[src/rtl/sr_port_arbiter.sv]
// Round-robin owner arbitration for the chip's single config shift-register port
// (ClkSR/Si/Ld + En_Cnfg_Pix) shared by the DAC SR engine (0) and pixel SR engine (1).
module sr_port_arbiter #(
    parameter logic [7:0]  SETUP_CYC = 8'd4,
    parameter logic [7:0]  LD_WAIT   = 8'd8,
    parameter logic [7:0]  GUARD_CYC = 8'd4,
    parameter logic [15:0] TIMEOUT   = 16'd0
) (
    input  logic       SPI_CLK,
    input  logic       nRST,
    input  logic [1:0] REQ,
    input  logic [1:0] SCLK_IN,
    input  logic [1:0] SDI_IN,
    input  logic [1:0] SLD_IN,
    input  logic       CLR_ERR,
    output logic [1:0] GNT,
    output logic       ClkSR,
    output logic       Si,
    output logic       Ld,
    output logic       En_Cnfg_Pix,
    output logic       BUSY,
    output logic       TIMEOUT_ERR
);

    typedef enum logic [2:0] {
        IDLE,
        SETUP,
        GRANT,
        HOLD,
        GUARD
    } state_t;

    state_t      state_q, state_d;
    logic        owner_q, owner_d;
    logic        last_q, last_d;
    logic [7:0]  cnt_q, cnt_d;
    logic [15:0] gcnt_q, gcnt_d;
    logic [1:0]  gnt_q, gnt_d;
    logic        sr_en_q, sr_en_d;
    logic        ld_en_q, ld_en_d;
    logic        busy_q, busy_d;
    logic        err_q, err_d;
    logic        owner_req;
    logic        err_set;

    always_comb begin
        state_d   = state_q;
        owner_d   = owner_q;
        last_d    = last_q;
        cnt_d     = cnt_q + 8'd1;
        gcnt_d    = gcnt_q;
        err_set   = 1'b0;
        owner_req = REQ[owner_q];

        unique case (state_q)
            IDLE: begin
                cnt_d = '0;
                if (REQ != 2'b00) begin
                    owner_d = (REQ == 2'b11) ? ~last_q : REQ[1];
                    state_d = SETUP;
                end
            end
            SETUP: begin
                if (!owner_req) begin
                    state_d = GUARD;
                    cnt_d   = '0;
                end else if (cnt_q == SETUP_CYC - 8'd1) begin
                    state_d = GRANT;
                    cnt_d   = '0;
                    gcnt_d  = '0;
                end
            end
            GRANT: begin
                cnt_d = '0;
                // a normal release wins over a watchdog expiry in the same cycle
                if (!owner_req) begin
                    state_d = HOLD;
                end else if ((TIMEOUT != '0) && (gcnt_q == TIMEOUT)) begin
                    state_d = GUARD;
                    err_set = 1'b1;
                end else if (gcnt_q != '1) begin
                    gcnt_d = gcnt_q + 16'd1;
                end
            end
            HOLD: begin
                if (cnt_q == LD_WAIT - 8'd1) begin
                    state_d = GUARD;
                    cnt_d   = '0;
                end
            end
            GUARD: begin
                if (cnt_q == GUARD_CYC - 8'd1) begin
                    state_d = IDLE;
                    last_d  = owner_q;
                    cnt_d   = '0;
                end
            end
            default: begin
                state_d = IDLE;
                cnt_d   = '0;
            end
        endcase

        gnt_d = '0;
        if (state_d == GRANT) begin
            gnt_d[owner_d] = 1'b1;
        end
        sr_en_d = (state_d == GRANT);
        ld_en_d = (state_d == GRANT) || (state_d == HOLD);
        busy_d  = (state_d != IDLE);
        err_d   = err_set ? 1'b1 : (CLR_ERR ? 1'b0 : err_q);
    end

    always_ff @(posedge SPI_CLK or negedge nRST) begin
        if (!nRST) begin
            state_q <= IDLE;
            owner_q <= 1'b0;
            last_q  <= 1'b1;
            cnt_q   <= '0;
            gcnt_q  <= '0;
            gnt_q   <= '0;
            sr_en_q <= 1'b0;
            ld_en_q <= 1'b0;
            busy_q  <= 1'b0;
            err_q   <= 1'b0;
        end else begin
            state_q <= state_d;
            owner_q <= owner_d;
            last_q  <= last_d;
            cnt_q   <= cnt_d;
            gcnt_q  <= gcnt_d;
            gnt_q   <= gnt_d;
            sr_en_q <= sr_en_d;
            ld_en_q <= ld_en_d;
            busy_q  <= busy_d;
            err_q   <= err_d;
        end
    end

    // Port signals are clock-derived, so they are gated rather than re-registered.
    assign ClkSR       = sr_en_q & SCLK_IN[owner_q];
    assign Si          = sr_en_q & SDI_IN[owner_q];
    assign Ld          = ld_en_q & SLD_IN[owner_q];
    assign GNT         = gnt_q;
    assign En_Cnfg_Pix = owner_q;
    assign BUSY        = busy_q;
    assign TIMEOUT_ERR = err_q;

endmodule

[config.mk]
export PLATFORM = sky130hd
export DESIGN_NAME = sr_port_arbiter
export DESIGN_NICKNAME = d
export VERILOG_FILES = /design/src/rtl/sr_port_arbiter.sv
export SDC_FILE = /design/constraint.sdc
export NUM_CORES = 1
export LEC_CHECK = 0
export CAP_MARGIN = 10
export CORE_MARGIN = 5
export CORE_UTILIZATION = 35
export CTS_BUF_LIST = sky130_fd_sc_hd__clkbuf_8
export DETAILED_ROUTE_END_ITERATION = 8
export PLACE_DENSITY = 0.69
export SYNTH_ARGS = -nofsm -noshare
export SYNTH_HDL_FRONTEND = slang
export SYNTH_SLANG_ARGS = --single-unit
export TNS_END_PERCENT = 50
[constraint.sdc]
create_clock -name SPI_CLK -period 2.35 [get_ports SPI_CLK]
set_input_delay 0.235 -clock SPI_CLK [delete_from_list [all_inputs] [get_ports SPI_CLK]]
set_output_delay 0.235 -clock SPI_CLK [all_outputs]
set_load 0.02 [all_outputs]
==> results.toml, run 1 <==
[logic_synthesis]
synth_fa_ha_area_share_pct = 1.28
async_reset_ff_share_pct = 100
synth_edf_count = 0
synth_nets = 111
syn_inst = 99
synth.area.mux_share_pct = 6.39
yosys.area_share.xor_xnor_pct = 5.37
seq_area_frac_synth_pct = 46.2
synth_simple_gate_area_share_pct = 23.0
synth-seq-cells = 18
synth_top_family_by_area = "simple AND/OR/NAND/NOR gates"
avgSynthCellArea_sq_um = 9.88
netlist_area_sq_um = 978
synth_compound_area_share_pct = 13.0
synth_top_flop_cell = "dfrtp_1"
synthDistinctLibCells = 37
yosysWarnings = 0

[placed_design]
dp_hpwl_microns = 1470
pre_cts_ws_ps = 310
gp_congestion = 0.822
dpl-instance-area_sq_um = 1160
portBuffers = 16

[cells_and_area]
postLayoutCellArea_sq_um = 1200
nNetsFinal = 127
syn_to_final_growth_pct = 22.9
insertedDiodeCount = 0
layout-drive-gt1-share_pct = 5.26

[setup_path]
slowest_stage = "nor4b_4"
worstPathArrival_ps = 2180
rr_startpoint = "cnt_q[0]$_DFF_PN0_"
r2r_end = "BUSY$_DFF_PN0_"
end_kind = "flip-flop"
r2r_slack_ps = 300
cpPeakStageDelay_ps = 450
crit_required_ps = 2480
r2r.worst_path.cells = 5
worstSetupPathType = "flip-flop to flip-flop"
start_kind = "flip-flop"
path_cells = "ha_1 -> nor4b_4 -> a311oi_1 -> a311o_1 -> or3_1"
path_max_fanout = 9

[sta]
tns_ps = 0
fin_crit_ps = 2050
fin_ws_ps = 300
hold_viol_final = 0
slew_headroom_pct = 46.9
drv_slew = 0
setup-violations-final = 0
grt_setup_unrepaired = "no"
fin_worst_skew_ps = 6.22
tightestPinTransition_ps = 793
fmax_ghz = 0.488
post-route-period-util_pct = 87.2

[pwr]
clockPowerShare_pct = 20.2
seq_power_share_pct = 43.6
combPwrFrac_pct = 36.2
switching_share_pct = 35.7
power_leakage_nw = 0.524
peakVddDrop_mv = 0.594
p_int_mw = 0.680
switchingPower_mw = 0.377
powerDensity_nw_per_um2 = 879

[clock_tree]
ctsResizeCount = 0
postCtsSetupRepairBufs = 0
ctsHoldBuffers = 0
clock_sinks = 18
cts.clk_slew.worst_paths_ps = 70
cts_buffers = 3
htreeDepth = 1
clk_latency_ps = 250
cts_buffer_depth = 2
clock-root-buffer = "clkbuf_8"
tritoncts = "yes"

[routing]
ant_nets = 0
wirelength_microns = 1960
routed-via-count = 765
avgRoutedWirePerCell_microns = 13.5
drt_iter0_markers = 25
drt-pass1-iter-count = 4
via_per_inst = 5.28
remaining_drc_errors = 0

[floorplanning]
design.core.area_sq_um = 2710
dieArea_sq_um = 3950
rows = 19
initial_core_util_pct = 36.1
io_pins = 19
die_h_microns = 62.9
die_w_microns = 62.9

[grt]
antenna_found_initial = 0
grt_first_pass_wirelength_microns = 3450
grt_max_degree = 19
grt_overflow = 0
grt_usage_pct = 10.7
grt_pass1_vias = 763

[min_path]
hp-class = "input port to asynchronous set/reset pin"

[job]
cap_violations = 0

[status]
status = "finished, final reports clean"
## kinds of logic (layout without fill, tap and decap cells)
group           count (synthesis)  in the layout
buf+inv                        10             25
compound gates                 17             17
simple gates                   40             40
mux                             6              6
fa+ha+maj                       1              1
other cells                     1              1
xor+xnor                        6              6
flops                          18             18
## cells in the mapped netlist (all sizes together) (3+ instances only)
cell / number / area [sq um]
nor3: 4 / 20.0
a21oi: 5 / 25.0
nor2: 12 / 45.0
nand2b: 3 / 18.8
inv: 4 / 15.0
dfrtp: 17 / 425
nor2b: 5 / 31.3
clkbuf: 4 / 15.0
xor2: 3 / 26.3
xnor2: 3 / 26.3
nand3: 4 / 20.0
mux2i: 4 / 40.0
nand2: 3 / 11.3
## power by group through the flow
stage	combinational, mW	sequential (mW)	clock (mW)
6_report	0.383	0.461	0.213
5_1_grt	0.428	0.479	0.237
4_1_cts	0.388	0.461	0.221
3_5_place_dp	0.385	0.469	0
3_3_place_gp	0.376	0.462	0
2_1_floorplan	0.302	0.421	0
## cell type report
cell class,count,area [sq um]
clock buffers,3,41.3
well taps,31,38.8
repair buffers,17,168
clock inverters,1,3.75
multi-input cells,71,484
fillers,275,1510
inverters,4,15.0
flip-flops and latches,18,452
## sequential cells by signal, summed over array words and instances, names as in the netlist
| register | flops |
|---|---|
| BUSY | 1 |
| state_q | 3 |
| cnt_q | 8 |
| GNT | 2 |
| En_Cnfg_Pix | 1 |
| last_q | 1 |
| ld_en_q | 1 |
| sr_en_q | 1 |
## stage by stage
step           cells  power (mW)  hold slack [ps]  utilization [%]
2_1_floorplan     99       0.723            -60.6                -
3_3_place_gp     141       0.838              444             42.7
3_5_place_dp     141       0.854              451             42.7
4_1_cts          145        1.07              459             44.4
5_1_grt          145        1.14              508             44.4
6_report         145        1.06              443             44.4
## routing by layer
layer  track usage (%)  routed length, microns
met3              3.96                     120
met2              16.4                     901
met4              3.98                      19
met5                 0                       0
met1              13.7                     919
## how the worst max path moves through the flow
stage | start | end | slack, ps | cells after the start
finish | cnt_q[0]$_DFF_PN0_ | BUSY$_DFF_PN0_ | 300 | 5
global route | cnt_q[0]$_DFF_PN0_ | BUSY$_DFF_PN0_ | 170 | 5
global placement | cnt_q[0]$_DFF_PN0_ | BUSY$_DFF_PN0_ | 370 | 5
floorplan | cnt_q[0]$_DFF_PN0_ | BUSY$_DFF_PN0_ | 520 | 5
CTS | cnt_q[0]$_DFF_PN0_ | BUSY$_DFF_PN0_ | 290 | 5
detailed placement | cnt_q[0]$_DFF_PN0_ | BUSY$_DFF_PN0_ | 310 | 5
## cell usage in the layout, fill, tap and decap left out, types with 3 or more instances in the layout
master / netlist / final
nand3_1: 4 / 4
mux2i_1: 4 / 4
inv_1: 4 / 5
clkdlybuf4s50_1: 0 / 16
dfrtp_1: 17 / 17
nor2_1: 12 / 12
xnor2_1: 3 / 3
nand2b_1: 3 / 3
nor2b_1: 5 / 5
nor3_1: 4 / 4
xor2_1: 3 / 3
a21oi_1: 5 / 5
nand2_1: 3 / 3
clkbuf_8: 0 / 3
## critical path: cells and delay by family, from the launching register on
| kind | cells | cell delay, ps |
|---|---|---|
| and+or+nand+nor | 2 | 800 |
| AOI/OAI and AO/OA | 2 | 540 |
| DFF | 1 | 370 |
| adders and majority gates | 1 | 230 |
(Power assumes the default switching activity.)
==> inputs of run 2 (changes only) <==
--- a/config.mk
+++ b/config.mk
@@ -11,6 +11,7 @@
 export CTS_BUF_LIST = sky130_fd_sc_hd__clkbuf_8
 export DETAILED_ROUTE_END_ITERATION = 8
 export PLACE_DENSITY = 0.69
+export SKIP_LAST_GASP = 1
 export SYNTH_ARGS = -nofsm -noshare
 export SYNTH_HDL_FRONTEND = slang
 export SYNTH_SLANG_ARGS = --single-unit
==> results of run 2 <==
Same layout as run 1: the final DEF is identical, and so are final timing and power.
==> inputs of run 3 (changes only) <==
--- a/config.mk
+++ b/config.mk
@@ -11,6 +11,7 @@
 export CTS_BUF_LIST = sky130_fd_sc_hd__clkbuf_8
 export DETAILED_ROUTE_END_ITERATION = 8
 export PLACE_DENSITY = 0.69
+export RECOVER_POWER = 25
 export SKIP_LAST_GASP = 1
 export SYNTH_ARGS = -nofsm -noshare
 export SYNTH_HDL_FRONTEND = slang
==> results.toml, run 3 (synthesis gave the netlist of run 1 again) <==
[status]
status = "finished, final reports clean"

[cells_and_area]
layout-drive-gt1-share_pct = 5.26
layout_commonest_cell = "dfrtp_1"
nNetsFinal = 127
instances_no_fill = 145
largest_register_ffs = 8
syn_to_final_growth_pct = 22.9
regMostFlops = "cnt_q"
insertedDiodeCount = 0
fillCellCount = 275
most-common-layout-cells = "dfrtp_1 (17), clkdlybuf4s50_1 (15), nor2_1 (12)"

[pwr]
power_leakage_nw = 0.525
switching_share_pct = 35.7
p_int_mw = 0.680
seq_power_share_pct = 43.6
clockPowerShare_pct = 20.2
powerDensity_nw_per_um2 = 879
combPwrFrac_pct = 36.2
switchingPower_mw = 0.377
peakVddDrop_mv = 0.593

[routing]
avgRoutedWirePerCell_microns = 13.5
routed-via-count = 765
via_per_inst = 5.28
drt_iter0_markers = 24
remaining_drc_errors = 0
drt-pass1-iter-count = 4
ant_nets = 0
wirelength_microns = 1960

[sta]
setup-violations-final = 0
grt_setup_unrepaired = "no"
slew_headroom_pct = 46.4
tightestPinTransition_ps = 801
drv_slew = 0
fmax_ghz = 0.488
hold_viol_final = 0
fin_worst_skew_ps = 6.22
tns_ps = 0
post-route-period-util_pct = 87.2
fin_crit_ps = 2050

[clock_tree]
postCtsSetupRepairBufs = 0
cts.clk_slew.worst_paths_ps = 70
tritoncts = "yes"
clock-root-buffer = "clkbuf_8"
clk_latency_ps = 250
ctsResizeCount = 0
clock_sinks = 18
cts_buffer_depth = 2
htreeDepth = 1
cts_buffers = 3
ctsHoldBuffers = 0

[setup_path]
worstPathArrival_ps = 2180
end_kind = "flip-flop"
worstSetupPathType = "flip-flop to flip-flop"
path_max_fanout = 9
crit_required_ps = 2480
start_kind = "flip-flop"
r2r.worst_path.cells = 5

[placed_design]
portBuffers = 16
dp_cells = 141
dp_hpwl_microns = 1470
gp_congestion = 0.822

[grt]
grt_overflow = 0
antenna_found_initial = 0
grt_max_degree = 19
grt_pass1_vias = 763
grt_first_pass_wirelength_microns = 3450
grt_usage_pct = 10.7

[floorplanning]
die_h_microns = 62.9
initial_core_util_pct = 36.1
dieArea_sq_um = 3950
rows = 19
io_pins = 19
die_w_microns = 62.9
design.core.area_sq_um = 2710

[min_path]
hold_path_depth = 1
hp-class = "flip-flop to flip-flop"

[job]
cap_violations = 0
-- run 3: layout make-up --
type / instances / area [sq um] / share of cell area (%)
Clock buffer: 3 / 41.3 / 3.43
Timing Repair Buffer: 17 / 168 / 13.9
Tap cell: 31 / 38.8 / 3.23
Multi-Input combinational cell: 71 / 484 / 40.3
Clock inverter: 1 / 3.75 / 0.312
Inverter: 4 / 15.0 / 1.25
Sequential cell: 18 / 452 / 37.6
-- run 3: metrics by stage --
step | area, sq um | hold slack [ps] | power, mW | utilization [%] | setup slack (ps)
after floorplan | 978 | -60.6 | 0.723 | - | 524
after global placement | 1160 | 444 | 0.838 | 42.7 | 369
after detailed placement | 1160 | 451 | 0.854 | 42.7 | 310
after CTS | 1200 | 459 | 1.07 | 44.4 | 289
after global routing | 1200 | 508 | 1.14 | 44.4 | 170
final | 1200 | 454 | 1.06 | 44.4 | 300
-- run 3: per-layer routing --
layer / wire [microns] / vias up / GRT usage (%)
li1: - / 381 / -
met2: 900 / 22 / 16.4
met1: 918 / 360 / 13.7
met5: 0 / - / 0
met3: 120 / 2 / 3.96
met4: 19 / 0 / 3.98
-- run 3: worst max-delay path: stages, from the launching register on --
cell      delay, ps
dfrtp_1         370
ha_1            230
nor4b_4         450
a311oi_1        180
a311o_1         360
or3_1           350
-- run 3: power groups by stage --
stage	clock, mW	combinational, mW	sequential [mW]
after floorplan	0	0.302	0.421
after global placement	0	0.376	0.462
after detailed placement	0	0.385	0.469
after CTS	0.221	0.388	0.461
after global routing	0.237	0.427	0.479
final	0.213	0.382	0.461
-- run 3: worst paths after layout --
check,from,endpoint,slack (ps)
max in group asynchronous,nRST,cnt_q[3]$_DFF_PN0_,1340
worst min register to register,cnt_q[0]$_DFF_PN0_,cnt_q[0]$_DFF_PN0_,450
worst min-delay path,cnt_q[0]$_DFF_PN0_,cnt_q[0]$_DFF_PN0_,450
min in group asynchronous,nRST,GNT[1]$_DFF_PN0_,510
worst max register to register,cnt_q[0]$_DFF_PN0_,BUSY$_DFF_PN0_,300
worst max-delay path,cnt_q[0]$_DFF_PN0_,BUSY$_DFF_PN0_,300
